$ cat src/rtl/wb_stage_pkg.sv
// Constants shared by the writeback stage, the decode stage and the register file.
package wb_stage_pkg;
  localparam int unsigned DATA_W   = 32;
  localparam int unsigned RADDR_W  = 4;
  localparam int unsigned NUM_REGS = 16;
endpackage

$ cat src/rtl/wb_stage_if.sv
// EXE-to-writeback bundle: instruction handoff, load responses, RF write port, scoreboard.
interface wb_stage_if
  import wb_stage_pkg::*;
#(
  parameter int unsigned DATA_W  = wb_stage_pkg::DATA_W,
  parameter int unsigned RADDR_W = wb_stage_pkg::RADDR_W
);
  logic                ex_valid;
  logic                ex_ready;
  logic [RADDR_W-1:0]  ex_rd;
  logic [DATA_W-1:0]   ex_result;
  logic                ex_is_load;
  logic                ex_writes_rd;
  logic                ld_rsp_valid;
  logic [DATA_W-1:0]   ld_rsp_data;
  logic [RADDR_W-1:0]  wb_addr;
  logic [DATA_W-1:0]   wb_data;
  logic                wb_wen;
  logic [NUM_REGS-1:0] busy_mask;
  logic                err_unexpected_rsp;

  modport master (
    output ex_valid, ex_rd, ex_result, ex_is_load, ex_writes_rd, ld_rsp_valid, ld_rsp_data,
    input  ex_ready, wb_addr, wb_data, wb_wen, busy_mask, err_unexpected_rsp
  );

  modport slave (
    input  ex_valid, ex_rd, ex_result, ex_is_load, ex_writes_rd, ld_rsp_valid, ld_rsp_data,
    output ex_ready, wb_addr, wb_data, wb_wen, busy_mask, err_unexpected_rsp
  );
endinterface

$ cat src/rtl/wb_scoreboard.sv
// Pending-destination mask: every buffered RF write plus the write on the RF port this cycle.
module wb_scoreboard
  import wb_stage_pkg::*;
#(
  parameter int unsigned DEPTH   = 4,
  parameter int unsigned RADDR_W = wb_stage_pkg::RADDR_W,
  parameter int unsigned NREGS   = wb_stage_pkg::NUM_REGS
) (
  input  logic [DEPTH-1:0]   i_valid,
  input  logic [DEPTH-1:0]   i_writes_rd,
  input  logic [RADDR_W-1:0] i_rd [DEPTH],
  input  logic               i_wb_wen,
  input  logic [RADDR_W-1:0] i_wb_addr,
  output logic [NREGS-1:0]   o_busy_mask
);
  always_comb begin
    o_busy_mask = '0;
    for (int unsigned i = 0; i < DEPTH; i++) begin
      if (i_valid[i] && i_writes_rd[i]) o_busy_mask[i_rd[i]] = 1'b1;
    end
    if (i_wb_wen) o_busy_mask[i_wb_addr] = 1'b1;
  end
endmodule

$ cat src/rtl/wb_stage.sv
// Writeback stage: in-order completion buffer with out-of-band load fill and
// a single registered register-file write port.
module wb_stage
  import wb_stage_pkg::*;
#(
  parameter int unsigned DEPTH   = 4,
  parameter int unsigned DATA_W  = wb_stage_pkg::DATA_W,
  parameter int unsigned RADDR_W = wb_stage_pkg::RADDR_W
) (
  input logic       clk,
  input logic       rst_n,
  wb_stage_if.slave bus
);
  localparam int unsigned PTR_W = $clog2(DEPTH);
  localparam int unsigned CNT_W = PTR_W + 1;

  logic [DEPTH-1:0]   r_valid;
  logic [DEPTH-1:0]   r_is_load;
  logic [DEPTH-1:0]   r_writes_rd;
  logic [DEPTH-1:0]   r_filled;
  logic [RADDR_W-1:0] r_rd   [DEPTH];
  logic [DATA_W-1:0]  r_data [DEPTH];
  logic [PTR_W-1:0]   r_head;
  logic [PTR_W-1:0]   r_tail;
  logic [CNT_W-1:0]   r_count;
  logic               r_wb_wen;
  logic [RADDR_W-1:0] r_wb_addr;
  logic [DATA_W-1:0]  r_wb_data;
  logic               r_err;

  logic               w_ready;
  logic               w_accept;
  logic               w_retire;
  logic               w_fill_hit;
  logic [PTR_W-1:0]   w_fill_idx;
  logic [PTR_W-1:0]   w_scan;

  assign w_ready  = (r_count != CNT_W'(DEPTH));
  assign w_accept = bus.ex_valid && w_ready;
  assign w_retire = r_valid[r_head] && r_filled[r_head];

  // Oldest waiting load, scanning from head; this cycle's accept is not yet visible.
  always_comb begin
    w_fill_hit = 1'b0;
    w_fill_idx = '0;
    w_scan     = '0;
    for (int unsigned i = 0; i < DEPTH; i++) begin
      w_scan = r_head + PTR_W'(i);
      if (!w_fill_hit && r_valid[w_scan] && r_is_load[w_scan] && !r_filled[w_scan]) begin
        w_fill_hit = 1'b1;
        w_fill_idx = w_scan;
      end
    end
  end

  always_ff @(posedge clk or negedge rst_n) begin
    if (!rst_n) begin
      r_valid     <= '0;
      r_is_load   <= '0;
      r_writes_rd <= '0;
      r_filled    <= '0;
      for (int unsigned i = 0; i < DEPTH; i++) begin
        r_rd[i]   <= '0;
        r_data[i] <= '0;
      end
      r_head    <= '0;
      r_tail    <= '0;
      r_count   <= '0;
      r_wb_wen  <= 1'b0;
      r_wb_addr <= '0;
      r_wb_data <= '0;
      r_err     <= 1'b0;
    end else begin
      // Accept (free tail slot), fill (valid load) and retire (filled head) never share an entry.
      if (w_accept) begin
        r_valid[r_tail]     <= 1'b1;
        r_rd[r_tail]        <= bus.ex_rd;
        r_data[r_tail]      <= bus.ex_result;
        r_is_load[r_tail]   <= bus.ex_is_load;
        r_writes_rd[r_tail] <= bus.ex_writes_rd;
        r_filled[r_tail]    <= !bus.ex_is_load;
        r_tail              <= r_tail + PTR_W'(1);
      end

      if (bus.ld_rsp_valid) begin
        if (w_fill_hit) begin
          r_data[w_fill_idx]   <= bus.ld_rsp_data;
          r_filled[w_fill_idx] <= 1'b1;
        end else begin
          r_err <= 1'b1;
        end
      end

      r_wb_wen <= w_retire && r_writes_rd[r_head];
      if (w_retire) begin
        r_valid[r_head] <= 1'b0;
        r_head          <= r_head + PTR_W'(1);
        if (r_writes_rd[r_head]) begin
          r_wb_addr <= r_rd[r_head];
          r_wb_data <= r_data[r_head];
        end
      end

      unique case ({w_accept, w_retire})
        2'b10:   r_count <= r_count + CNT_W'(1);
        2'b01:   r_count <= r_count - CNT_W'(1);
        default: r_count <= r_count;
      endcase
    end
  end

  wb_scoreboard #(
    .DEPTH   (DEPTH),
    .RADDR_W (RADDR_W),
    .NREGS   (NUM_REGS)
  ) u_scoreboard (
    .i_valid     (r_valid),
    .i_writes_rd (r_writes_rd),
    .i_rd        (r_rd),
    .i_wb_wen    (r_wb_wen),
    .i_wb_addr   (r_wb_addr),
    .o_busy_mask (bus.busy_mask)
  );

  assign bus.ex_ready           = w_ready;
  assign bus.wb_wen             = r_wb_wen;
  assign bus.wb_addr            = r_wb_addr;
  assign bus.wb_data            = r_wb_data;
  assign bus.err_unexpected_rsp = r_err;
endmodule

$ cat src/flat_wrapper.sv
// flat-port wrapper written by rule: the top's interface ports become plain ports
module wb_stage_flat import wb_stage_pkg::*;
#(
  parameter int unsigned DEPTH   = 4,
  parameter int unsigned DATA_W  = wb_stage_pkg::DATA_W,
  parameter int unsigned RADDR_W = wb_stage_pkg::RADDR_W
)
  (clk, rst_n, bus_ex_valid, bus_ex_rd, bus_ex_result, bus_ex_is_load, bus_ex_writes_rd, bus_ld_rsp_valid, bus_ld_rsp_data, bus_ex_ready, bus_wb_addr, bus_wb_data, bus_wb_wen, bus_busy_mask, bus_err_unexpected_rsp);
  wb_stage_if #(.DATA_W(DATA_W), .RADDR_W(RADDR_W)) bus_i ();
  input logic clk;
  input logic rst_n;
  input wire logic [$bits(bus_i.ex_valid)-1:0] bus_ex_valid;
  input wire logic [$bits(bus_i.ex_rd)-1:0] bus_ex_rd;
  input wire logic [$bits(bus_i.ex_result)-1:0] bus_ex_result;
  input wire logic [$bits(bus_i.ex_is_load)-1:0] bus_ex_is_load;
  input wire logic [$bits(bus_i.ex_writes_rd)-1:0] bus_ex_writes_rd;
  input wire logic [$bits(bus_i.ld_rsp_valid)-1:0] bus_ld_rsp_valid;
  input wire logic [$bits(bus_i.ld_rsp_data)-1:0] bus_ld_rsp_data;
  output wire logic [$bits(bus_i.ex_ready)-1:0] bus_ex_ready;
  output wire logic [$bits(bus_i.wb_addr)-1:0] bus_wb_addr;
  output wire logic [$bits(bus_i.wb_data)-1:0] bus_wb_data;
  output wire logic [$bits(bus_i.wb_wen)-1:0] bus_wb_wen;
  output wire logic [$bits(bus_i.busy_mask)-1:0] bus_busy_mask;
  output wire logic [$bits(bus_i.err_unexpected_rsp)-1:0] bus_err_unexpected_rsp;
  assign bus_i.ex_valid = bus_ex_valid;
  assign bus_i.ex_rd = bus_ex_rd;
  assign bus_i.ex_result = bus_ex_result;
  assign bus_i.ex_is_load = bus_ex_is_load;
  assign bus_i.ex_writes_rd = bus_ex_writes_rd;
  assign bus_i.ld_rsp_valid = bus_ld_rsp_valid;
  assign bus_i.ld_rsp_data = bus_ld_rsp_data;
  assign bus_ex_ready = bus_i.ex_ready;
  assign bus_wb_addr = bus_i.wb_addr;
  assign bus_wb_data = bus_i.wb_data;
  assign bus_wb_wen = bus_i.wb_wen;
  assign bus_busy_mask = bus_i.busy_mask;
  assign bus_err_unexpected_rsp = bus_i.err_unexpected_rsp;
  wb_stage #(.DEPTH(DEPTH), .DATA_W(DATA_W), .RADDR_W(RADDR_W)) u_core (.clk(clk), .rst_n(rst_n), .bus(bus_i));
endmodule
$ cat config.mk
export PLATFORM = sky130hd
export DESIGN_NAME = wb_stage_flat
export DESIGN_NICKNAME = d
export VERILOG_FILES = /design/src/rtl/wb_stage_pkg.sv /design/src/rtl/wb_stage_if.sv /design/src/rtl/wb_scoreboard.sv /design/src/rtl/wb_stage.sv /design/src/flat_wrapper.sv
export SDC_FILE = /design/constraint.sdc
export NUM_CORES = 1
export LEC_CHECK = 0
export CELL_PAD_IN_SITES_DETAIL_PLACEMENT = 0
export CELL_PAD_IN_SITES_GLOBAL_PLACEMENT = 1
export CORE_UTILIZATION = 51
export CTS_BUF_LIST = sky130_fd_sc_hd__clkbuf_8
export DETAILED_ROUTE_END_ITERATION = 8
export GPL_TIMING_DRIVEN = 0
export PLACE_DENSITY_LB_ADDON = 0.08
export SLEW_MARGIN = 40
export SYNTH_ARGS = -nofsm -noshare
export SYNTH_HDL_FRONTEND = slang
export SYNTH_SLANG_ARGS = --single-unit
export TNS_END_PERCENT = 1
$ cat constraint.sdc
create_clock -name clk -period 6.63 [get_ports clk]
set_input_delay 0.663 -clock clk [delete_from_list [all_inputs] [get_ports clk]]
set_output_delay 0.663 -clock clk [all_outputs]
set_load 0.01 [all_outputs]
==> results of run 1 <==
[cells in the mapped netlist, drive strengths merged (8+ instances only)]
cell type  instances
mux2i             37
inv               14
nor3              10
nand4             37
clkbuf            45
a21oi             11
nor2              22
mux2             228
o211ai            10
nand2            105
dfrtp            205
o21ai             41
mux4              41
nand3             13
buf               23
ha                 9
o22ai              8
nand2b            10
[worst min path at each step]
stage | cells past startpoint | end
after CTS | 1 | u_core.r_count[0]
after detailed placement | 1 | u_core.r_count[2]
after global placement | 1 | u_core.r_count[2]
after floorplan | 0 | u_core.bus.err_unexpected_rsp
after global routing | 1 | u_core.r_count[0]
final | 1 | u_core.r_count[0]
[cells in the final DEF (no fill, tap or decap), drive strengths merged, types with 3 or more instances in the layout]
cell | synthesis | routed
nor2 | 22 | 22
o21ai | 41 | 41
inv | 14 | 29
and3b | 4 | 4
nor3b | 3 | 3
or3 | 3 | 3
buf | 23 | 27
nand2 | 105 | 105
nand2b | 10 | 10
a31oi | 4 | 4
o32ai | 3 | 3
clkbuf | 45 | 92
o22ai | 8 | 8
nor2b | 6 | 6
and2 | 3 | 3
nand3 | 13 | 13
clkdlybuf4s50 | 0 | 127
mux4 | 41 | 41
xnor2 | 3 | 3
dfrtp | 205 | 205
ha | 9 | 9
mux2i | 37 | 37
nand4 | 37 | 37
nor3 | 10 | 10
nand4b | 4 | 4
o211ai | 10 | 10
mux2 | 228 | 228
a22oi | 4 | 4
a21oi | 11 | 11
nand3b | 5 | 5
and3 | 7 | 7
[kinds of logic after synthesis]
kind of cell,after synthesis,share of synthesized area [%]
flip-flops,205,44.8
AND/OR/NAND/NOR,236,10.2
AO/OA/AOI/OAI,100,5.61
XOR/XNOR,5,0.383
buffers and inverters,82,3.11
adder cells (fa/ha/maj),10,1.16
multiplexers,306,34.7
[stage by stage]
step | TNS (ps) | util, % | power (uW)
finish | 0 | 63.6 | 6950
global placement | -846120 | 59.7 | 5700
floorplan | 0 | - | 4700
CTS | 0 | 63.5 | 6990
global route | 0 | 63.6 | 7430
detailed placement | 0 | 60.1 | 5790
[worst max-delay path: stages, from the launching register on]
cell	delay, ps
sky130_fd_sc_hd__dfrtp_1	360
sky130_fd_sc_hd__clkbuf_1	330
sky130_fd_sc_hd__inv_1	210
sky130_fd_sc_hd__ha_1	360
sky130_fd_sc_hd__clkbuf_1	340
sky130_fd_sc_hd__nand2_1	100
sky130_fd_sc_hd__o22ai_1	340
sky130_fd_sc_hd__o31a_1	240
sky130_fd_sc_hd__nor2_1	60
sky130_fd_sc_hd__o211ai_1	610
sky130_fd_sc_hd__buf_2	450
sky130_fd_sc_hd__mux2_1	360
[layer usage]
layer  wire, um  vias up
li1           -     3856
met2      14200      296
met5          0        -
met3       1630       55
met4        776        0
met1      13200     4216
[area by class of cell]
class | instances | area (sq um)
buffer | 68 | 308
clock buffer | 47 | 647
clock inverter | 19 | 88.8
fill | 1825 | 7980
inverter | 14 | 52.6
multi-input combinational | 657 | 5960
sequential | 205 | 5130
tap | 280 | 350
timing repair buffer | 132 | 1380
[sequential cells by signal, indices dropped and copies added, names as in the netlist]
register	flops
u_core.r_head	2
u_core.r_rd	16
u_core.bus.wb_addr	4
u_core.r_valid	4
u_core.r_data	128
u_core.r_writes_rd	4
u_core.bus.wb_data	32
u_core.r_count	3
u_core.r_tail	2
u_core.r_is_load	4
u_core.bus.err_unexpected_rsp	1
u_core.r_filled	4
u_core.bus.wb_wen	1
[repair_timing]
action                                 4_1_cts  5_1_grt
hold buffers                                 1        0
endpoints found under the hold margin       29        0
setup endpoints to repair                    0        0
buffers inserted                             0        0
[power groups by stage]
stage / Sequential, uW / Clock [uW] / Combinational (uW)
6_report: 2300 / 1190 / 3460
5_1_grt: 2380 / 1270 / 3780
4_1_cts: 2290 / 1210 / 3490
3_5_place_dp: 2300 / 0 / 3480
3_3_place_gp: 2290 / 0 / 3410
2_1_floorplan: 2240 / 0 / 2460
==> run summary, run 1 <==
The number of buffer cells added on primary ports is 128. Of all nets on the critical path, the largest fanout is 10. The total instance count after detailed placement came out at 1355.

For the achievable clock frequency, the log shows 258 MHz. TritonCTS built the clock tree. Clock insertion delay at the later pin of the skew report: 540 ps. The tools report the launching instance or port of the critical path as u_core.r_head[1]. Counting every instance in the synthesized netlist gives 944.

Once layout is complete, the cells apart from fillers number 1422. In this run the most critical hold path is launched from u_core.r_count[0]. The number of nets in the finished design is 1200, and the final hold violation count is 0. Sequential cells account for 33.0% of the total power.

The first-pass iteration count of the detailed router was 7. The worst register-to-register path ends at u_core.r_data[11]. The maximum number of pins on one net before global-route repair was 74. The post-synthesis to final-layout area growth is 21.6%. In this run the number of H-tree levels came out at 2.

Dividing total power by cell area gives a power density of 499 nW/um^2. Yosys mapped a number of flops with a built-in enable equal to 0. The routability congestion estimate from global placement was 0.921; the proportion of power drawn by combinational gates was 49.8%. At the worst endpoint, the arrival time is 4290 ps.

In the synthesized netlist the async set-or-reset flop fraction comes to 100%. The floorplan step set the die height to 152 um. The die covers 23000 sq um. The routing usage on met3 was 4.07%. For the pin with the worst max-slew slack, the measured transition is 887 ps. Averaged over all synthesized cells, the footprint is 12.1 sq um. The post-synthesis instance area is 11400 sq um, and the all-layer global routing usage is 27.1%.

The die is 152 um wide. The clock network accounts for 17.1% of the total power. The total clock buffers created by CTS came out at 38.

The worst endpoint required time is 7040 ps. The run gives 52.3% as the starting density of the core. Prior to clock tree synthesis, the placed netlist has a worst setup slack of 2800 ps. The end point of the critical path was u_core.r_data[11]. Summed over all layers, the routed wires come to 29.8 mm.

The class of the worst hold path was flop to flop. The maximum clock skew at final layout is 22.4 ps, and the initial antenna violation count is 0. The post-CTS resize count is 0. The clock slew seen by the registers of the worst setup and hold paths is 60 ps. In this run the static leakage power is 0.00579 uW. Aggregate global routing overflow: 0. For the total setup violations reported at the end of the flow, the log shows 0. In the post-synthesis netlist, the biggest area contributors are sky130_fd_sc_hd__dfrtp_1 45%, sky130_fd_sc_hd__mux2_2 11%, sky130_fd_sc_hd__mux2_1 9.1%, sky130_fd_sc_hd__mux4_2 8.1%, sky130_fd_sc_hd__mux2_4 3.8%. The tools report the reg-to-reg critical path startpoint as u_core.r_head[1].

The internal power of the cells totals 4400 uW. The number of antenna cells inserted came out at 0. In the final routed layout, each cell accounts on average for 20.9 um.

The ratio of cells with drive above 1 in the final layout works out to 22.0%. The run finished with clean final reports. For the count of routing violations after the opening detailed-route iteration, the log shows 435.

In the global route stage, met1 resource usage came out at 37.0%. The most instantiated flip-flop cell in the synthesis netlist was sky130_fd_sc_hd__dfrtp_1. In the finished design, the share of the clock period the worst path needs comes to 58.5%. The top cell type by area accounts for 44.8% of the synthesized area.

The critical path capture point type is a flop. By startpoint and endpoint, the worst setup path is classified as flop to flop. The worst hold slack was 472 ps.

STA classifies the critical path startpoint as a flop. For the finished layout, the period the worst path requires is 3880 ps. The tools report the switching power of the nets as 2550 uW.

The max-slew violation count was 0; the sequential-to-total area share from yosys stat was 44.8%. The cell area after placement came out at 13200 sq um. The global routing stage identified its most utilized layer as met2. Deepest clock path buffer count: 3.

The met2 capacity usage during global routing was 43.9%; the total nets after synthesis was 1028. Counting flops and latches in the post-synthesis netlist gives 205. The run gives 56 as the count of unique library cells instantiated by Yosys.

The clock drives 205 sinks. After detailed routing, the number of remaining DRC violations is 0. The run gives 20.2 mm as the detailed placement HPWL.

After layout, the worst setup slack is 2750 ps. In this run the core area contains 54 standard-cell rows. The number of cells on the worst reg-to-reg path is 11.

The run gives 8501 as the via count of the first global-routing pass. The run gives 129 as the number of top-level design ports. Setup slack on the worst reg-to-reg path comes out at 2750 ps. The worst pin sits at a relative slew slack of 40.8%. Dividing the detail-routed via count by the number of cells gives 5.92. The maximum VDD drop was 0.260 mV. The switching share of power is 36.6%. Summed over all instances, the cell type with the most area after synthesis is sky130_fd_sc_hd__dfrtp_1. The logs give 0 for the antenna violation net count after detailed routing and 8423 for the vias after detailed routing. For this run, the number of Yosys warnings is 0. After routing the design area is 13900 sq um. Max-cap violations in this run came to 0.

Setup repair after global routing left no endpoint under its margin. The tree is rooted in a sky130_fd_sc_hd__clkbuf_8. The area of the core came out at 21900 sq um. The first global-routing pass estimated 47.0 mm of wire.
Note: power is estimated with default switching activity, not from simulation.
==> run 2: changes to the inputs <==
- CORE_UTILIZATION: 51 -> 48
- clock period: 6.63 -> 3.88 ns (I/O delays scaled with it)
==> run 2 against run 1 <==
Clock power is 81% higher; setup slack worse by 2600 ps; maximum frequency up 4.6%; power up 73%; first-iteration DRC count decreased by 7.1%; hold slack got worse by 120 ps; clock-buffer cell count rose by 5.
==> run summary, run 2 (synthesis gave the netlist of run 1 again) <==
The max-slew violation count is 0 (unchanged), and the final hold violation count is 0 (unchanged). The count of routing violations after the opening detailed-route iteration is 404 (-7.1%), and the maximum net fanout on the critical path is 12 (+2). The per-cell via count in the routed design was 5.74 (-3.0%). The detailed placement HPWL is 20.6 mm (+1.7%). Static power due to leakage: 0.00584 uW (+0.87%). The final critical path time including I/O delays and setup is 3710 ps (-172 ps). The max-capacitance violation count is 0 (unchanged), and the worst endpoint data arrival time is 4110 ps (-180 ps). The tools report the area enclosed by the die boundary as 24500 sq um (+6.2%). The register with the highest flop count was u_core.r_data. Met2 capacity usage during global routing: 43.0% (-0.90 points).

The tools report the worst endpoint required time as 4280 ps (-2760 ps). The tools report the maximum clock skew at final layout as 37.3 ps (+14.8 ps). The clock slew seen by the registers of the worst setup and hold paths is 60 ps (about the same). For the first-pass GRT wire length, the log shows 48.9 mm (+3.9%).

The run gives 205 (unchanged) as the count of clock tree sinks. The number of remaining DRC errors is 0 (unchanged). The total setup violations reported at the end of the flow was 0 (unchanged); the total clock buffers created by CTS was 38 (unchanged). The run gives 23400 sq um (+6.9%) as the area of the core. The routability congestion estimate from global placement is 0.875 (-4.9%). The logs give 35.9% (-1.1 points) for the met1 routing resource usage after global routing and 0.445 mV (+71%) for the maximum VDD drop. The tools report the number of antenna cells inserted as 0 (unchanged). Routing usage on met3: 3.79% (-0.28 points).

The worst register-to-register path ends at u_core.r_data[89]. The library cells used most frequently in the layout, excluding fill and tap cells, are 205 x sky130_fd_sc_hd__dfrtp_1, 127 x sky130_fd_sc_hd__clkdlybuf4s50_1, 107 x sky130_fd_sc_hd__mux2_2. The worst reg2reg path depth is 12 (+1), and the slew at the pin closest to its max-slew limit is 859 ps (-28.5 ps). The startpoint class of the critical path is a flop.

TritonCTS built the clock tree. The run gives 2 (unchanged) as the count of H-tree levels built during CTS. The run gives 0 (unchanged) as the initial antenna violation count. The core utilization of the finished layout was 60.0% (-3.5 points).

The worst setup path is captured at a flop. The die span in y was 156 um (+3.0%). From synthesis to final layout, the design area changed by 22.7%. The deepest clock path buffer count came out at 3 (unchanged). Via count of the first global-routing pass: 8573 (+0.85%). The starting density of the core came out at 48.9% (-3.4 points). The headroom to the max-slew limit is 42.7% (+1.9 points).

After global routing, the most crowded layer is met2. The sum of routed wire length over all layers was 30.3 mm (+1.7%); the all-layer global routing usage was 25.9% (-1.1 points). The number of fill cells in the layout came out at 1989 (+9.0%). Setup repair after global routing left no endpoint under its margin. The run gives 0 (unchanged) as the aggregate global routing overflow.

The part of the cycle the worst path needs came out at 95.6% (+37 points). The tools report the achievable clock frequency as 270 MHz (+4.6%). The class of the worst hold path was primary input to asynchronous set/reset pin.

The tools report the number of nets in the finished design as 1201 (+0.083%). The power per cell area was 855 nW/um^2 (+71%); the worst hold slack was 352 ps (-120 ps). The maximum number of pins on one net before global-route repair came out at 72 (-2.7%). For the reg2reg setup slack, the log shows 170 ps (-2580 ps). The number of buffer cells added on primary ports came out at 128 (unchanged). The number of cell rows came out at 56 (+3.7%). The reg-to-reg critical path startpoint was u_core.r_head[1]. Start-to-end type of the worst setup path: flop to flop. The die boundary width is 156 um (+3.0%).

The vias after detailed routing was 8416 (-0.083%). The most common cell after layout, fill and taps aside was sky130_fd_sc_hd__dfrtp_1. The average wire per standard cell is 20.7 um (-1.3%), and the antenna violation net count after detailed routing is 0 (unchanged). The ratio of cells with drive above 1 in the final layout was 22.9% (+0.97 points); the clock insertion delay at the later pin of the skew report was 550 ps (about the same). Clock root buffer: sky130_fd_sc_hd__clkbuf_8. The flow ran to the end, and the final reports show no timing, DRC or antenna violations.

The tools report the first-pass iteration count of the detailed router as 5 (-2). The number of flip-flops under the largest register name came out at 128 (unchanged). The number of top-level design ports came out at 129 (unchanged).
run 2: routing by layer:
metal | wire, um | up-vias
li1 | - | 3854
met1 | 13700 | 4262
met2 | 14600 | 258
met3 | 1540 | 42
met4 | 456 | 0
met5 | 0 | -
run 2: area by class of cell:
class / count / area (sq um) / area share, %
Multi-Input combinational cell: 657 / 5960 / 42.4
Sequential cell: 205 / 5130 / 36.5
Timing Repair Buffer: 134 / 1390 / 9.92
Clock buffer: 52 / 716 / 5.10
Tap cell: 319 / 399 / 2.84
Buffer: 67 / 309 / 2.20
Clock inverter: 17 / 82.6 / 0.588
Inverter: 14 / 52.6 / 0.374
run 2: how the worst max path moves through the flow:
stage / cells past startpoint / end / start / slack [ps]
global route: 12 / u_core.r_data[88] / u_core.r_head[1] / 30
finish: 12 / u_core.r_data[89] / u_core.r_head[1] / 170
global placement: 1 / u_core.bus.wb_data[14] / rst_n / -6790
floorplan: 13 / u_core.r_data[67] / u_core.r_head[1] / 590
detailed placement: 11 / u_core.r_data[3] / u_core.r_head[1] / -30
CTS: 12 / u_core.r_data[99] / u_core.r_head[1] / 10
run 2: report_power, final:
group	internal (uW)	switching, uW	total (uW)
Combinational	3190	2760	5950
Clock	1200	948	2150
Sequential	3250	668	3920
run 2: timing repair:
item                                   in CTS  in global routing
resized for setup                           0                  7
setup endpoints to repair                  29                108
endpoints found under the hold margin      37                  0
pin swaps                                   1                  0
setup buffers                               1                  0
hold buffers                                1                  0
run 2: worst max-delay path, stage by stage (launching register included):
cell and delay, ps:
sky130_fd_sc_hd__dfrtp_1 380, sky130_fd_sc_hd__clkbuf_1 340, sky130_fd_sc_hd__inv_1 220, sky130_fd_sc_hd__ha_1 560
sky130_fd_sc_hd__nor2b_1 120, sky130_fd_sc_hd__a22o_1 260, sky130_fd_sc_hd__or4_1 540, sky130_fd_sc_hd__and3_1 180
sky130_fd_sc_hd__clkbuf_1 190, sky130_fd_sc_hd__o211a_1 160, sky130_fd_sc_hd__buf_6 140, sky130_fd_sc_hd__buf_6 170
sky130_fd_sc_hd__mux2_4 310
run 2: through the flow:
step	area (sq um)	setup TNS (ps)	cells	total power, uW	worst slack (ps)
after floorplan	11400	0	944	8030	591
after global placement	13100	-1387880	1391	9780	-6790
after detailed placement	13200	-312	1395	9920	-27.6
after CTS	14000	0	1466	12100	14.7
after global routing	14000	0	1465	12900	25.3
final	14000	0	1465	12000	172
==> run 3: changes to the inputs <==
==> constraint.sdc (replaced) <==
create_clock -name clk -period 3.88 [get_ports clk]
set_input_delay 0.776 -clock clk [delete_from_list [all_inputs] [get_ports clk]]
set_output_delay 0.776 -clock clk [all_outputs]
set_load 0.01 [all_outputs]
==> run 3 against run 2 <==
Final cell count about the same; non-clock buffer count shrank 1; largest power group unchanged; setup slack lost 11 ps; combinational power is essentially flat; highest routed layer unchanged; die area unchanged; hold slack got worse by 210 ps; clock skew decreased by 2.6 ps; clock power hardly changed; critical path type unchanged.
==> run summary, run 3 (synthesis gave the netlist of run 1 again) <==
The starting density of the core was 48.9% (unchanged); the maximum number of pins on one net before global-route repair was 72 (unchanged). The switching share of power came out at 36.4% (about the same). The path class of the tightest hold or removal check is primary input to asynchronous set/reset pin. The critical path goes through clkbuf_1 -> inv_1 -> ha_1 -> nor2b_1 -> a22o_1 -> or4_1 -> and3_1 -> clkbuf_1 -> o211a_1 -> buf_6 -> buf_6 -> mux2_4.

The logs give 160 ps (about the same) for the reg2reg setup slack and 0 (unchanged) for the total setup violations reported at the end of the flow. Number of nets in the finished design: 1200 (-0.083%). Aggregate global routing overflow: 0 (unchanged). Number of antenna cells inserted: 0 (unchanged). The launching instance or port of the critical path was u_core.r_head[1].

The proportion of power drawn by combinational gates was 49.5% (about the same). Setup repair after global routing left no endpoint under its margin. The largest individual stage delay along the critical path comes from the cell sky130_fd_sc_hd__ha_1.

The flow ran to the end, and the final reports show no timing, DRC or antenna violations. The number of fill cells in the layout was 1990 (+0.050%); the post-synthesis to final-layout area growth was 22.7% (about the same). The worst reg2reg path depth is 12 (unchanged), and the final hold violation count is 0 (unchanged). The tools report the clock root buffer as sky130_fd_sc_hd__clkbuf_8.

The initial antenna violation count is 0 (unchanged), and the detailed placement HPWL is 20.6 mm (unchanged). The tools report the via count of the first global-routing pass as 8573 (unchanged). Maximum net fanout on the critical path: 12 (unchanged). The per-cell via count in the routed design is 5.74 (-0.13%), and the core utilization of the finished layout is 60.0% (about the same). The clock insertion delay at the later pin of the skew report is 540 ps (about the same), and the antenna violation net count after detailed routing is 0 (unchanged).

The all-layer global routing usage was 25.9% (unchanged); the static power due to leakage was 0.00584 uW (about the same). The count of routing violations after the opening detailed-route iteration is 373 (-7.7%), and the number of top-level design ports is 129 (unchanged). The tools report the internal power as 7640 uW (about the same). For the max-slew violation count, the log shows 0 (unchanged). The startpoint identified for the worst register-to-register timing path is u_core.r_head[1]. The tools report the max-capacitance violation count as 0 (unchanged). The ratio of cells with drive above 1 in the final layout came out at 23.0% (about the same). TritonCTS built the clock tree. The start-to-end type of the worst setup path was flop to flop.

Average wire per standard cell: 20.7 um (+0.17%). The tools report the maximum VDD drop as 0.444 mV (-0.12%). Register with the highest flop count: u_core.r_data. Total power: 12000 uW (about the same).

The first-pass iteration count of the detailed router is 5 (unchanged), and the part of the cycle the worst path needs is 95.8% (+0.28 points). The deepest clock path buffer count was 3 (unchanged). The count of clock tree sinks is 205 (unchanged). For the part of the total power dissipated in the clock network, the log shows 17.8% (about the same).

The number of buffer cells added on primary ports is 128 (unchanged), and the slew at the pin closest to its max-slew limit is 871 ps (+12.4 ps). The worst endpoint data arrival time is 4120 ps (about the same), and the die span in y is 156 um (unchanged). STA classifies the critical path endpoint as a flop.

The headroom to the max-slew limit was 41.9% (-0.83 points). The number of cell rows is 56 (unchanged), and the count of H-tree levels built during CTS is 2 (unchanged). Leaving out fill and tap cells, the most frequent cells in the layout are 205 x sky130_fd_sc_hd__dfrtp_1, 127 x sky130_fd_sc_hd__clkdlybuf4s50_1, 107 x sky130_fd_sc_hd__mux2_2. The run gives 4280 ps (about the same) as the worst endpoint required time. The tools report the maximum clock skew at final layout as 34.6 ps (-2.65 ps). The first-pass GRT wire length is 48.9 mm (unchanged). The startpoint class of the critical path was a flop.

The worst register-to-register path ends at u_core.r_data[89]. The achievable clock frequency was 269 MHz (-0.30%); the area of the core was 23400 sq um (unchanged). The number of flip-flops under the largest register name is 128 (unchanged).

The tools report the total clock buffers created by CTS as 38 (unchanged). The post-cts hold buffer count was 0 (-1); the vias after detailed routing was 8399 (-0.20%). The run gives 4370 uW (about the same) as the switching power of the nets.

The sequential cell fraction of total power was 32.7% (about the same); the die boundary width was 156 um (unchanged). The run gives 30.3 mm (+0.10%) as the sum of routed wire length over all layers. The final critical path time including I/O delays and setup came out at 3720 ps (+11.0 ps). The power per cell area is 856 nW/um^2 (about the same), and the routability congestion estimate from global placement is 0.875 (unchanged).

Leaving out fill and tap cells, the most frequent cell in the layout is sky130_fd_sc_hd__dfrtp_1. The area enclosed by the die boundary is 24500 sq um (unchanged). The clock slew seen by the registers of the worst setup and hold paths came out at 60 ps (about the same). The largest stage delay on the critical path works out to 560 ps (about the same). The tools report the number of remaining DRC errors as 0 (unchanged).
==> run 3: changes by cell type in the layout (fill, tap and decap cells not counted), sizes merged <==
cell,change
dlygate4sd3,-1
==> run 3: layout make-up <==
type | instances | area [sq um] | share of cell area, %
Multi-Input combinational cell | 657 | 5960 | 42.5
Sequential cell | 205 | 5130 | 36.6
Timing Repair Buffer | 133 | 1380 | 9.86
Clock buffer | 52 | 716 | 5.10
Tap cell | 319 | 399 | 2.84
Buffer | 67 | 309 | 2.20
Clock inverter | 17 | 82.6 | 0.588
Inverter | 14 | 52.6 | 0.374
==> run 3: what timing repair did <==
item,4_1_cts,5_1_grt
setup buffers,1,0
pin swaps,1,0
gates resized for setup,0,7
endpoints found under the hold margin,0,0
setup endpoints to repair,29,108
==> run 3: worst max-delay path: cells and delay by family (launching register included) <==
family          cells  cell delay (ps)
simple gates        3              840
flops               1              380
fa+ha+maj           1              560
compound gates      2              420
buf+inv             5             1070
mux                 1              300
==> run 3: power by group through the flow <==
stage	combinational (uW)	sequential [uW]	clock (uW)
CTS	5990	3910	2180
finish	5950	3920	2140
global placement	5860	3920	0
floorplan	4200	3830	0
detailed placement	5990	3930	0
global route	6500	4060	2300
==> run 3: worst max-delay path by stage <==
stage / endpoint / cells after the start
5_1_grt: u_core.r_data[88] / 12
3_3_place_gp: u_core.bus.wb_data[14] / 1
3_5_place_dp: u_core.r_data[3] / 11
4_1_cts: u_core.r_data[99] / 12
6_report: u_core.r_data[89] / 12
2_1_floorplan: u_core.r_data[67] / 13
==> run 3: per-layer routing <==
layer | global-route usage, % | part of all wire, % | wire, um | up-vias
li1 | - | - | - | 3854
met1 | 35.9 | 46 | 13800 | 4271
met2 | 43.0 | 48 | 14600 | 236
met3 | 3.79 | 4.8 | 1460 | 38
met4 | 6.07 | 1.5 | 442 | 0
met5 | 0 | 0 | 0 | -
==> run 3: metrics by stage <==
stage | hold WS, ps | cell area [sq um] | TNS (ps) | setup slack [ps] | cells
floorplan | 442 | 11400 | 0 | 591 | 944
global placement | 459 | 13100 | -1467420 | -7180 | 1391
detailed placement | 463 | 13200 | -312 | -27.6 | 1395
CTS | 130 | 14000 | 0 | 14.7 | 1465
global route | 145 | 14000 | 0 | 25.3 | 1464
finish | 144 | 14000 | 0 | 161 | 1464
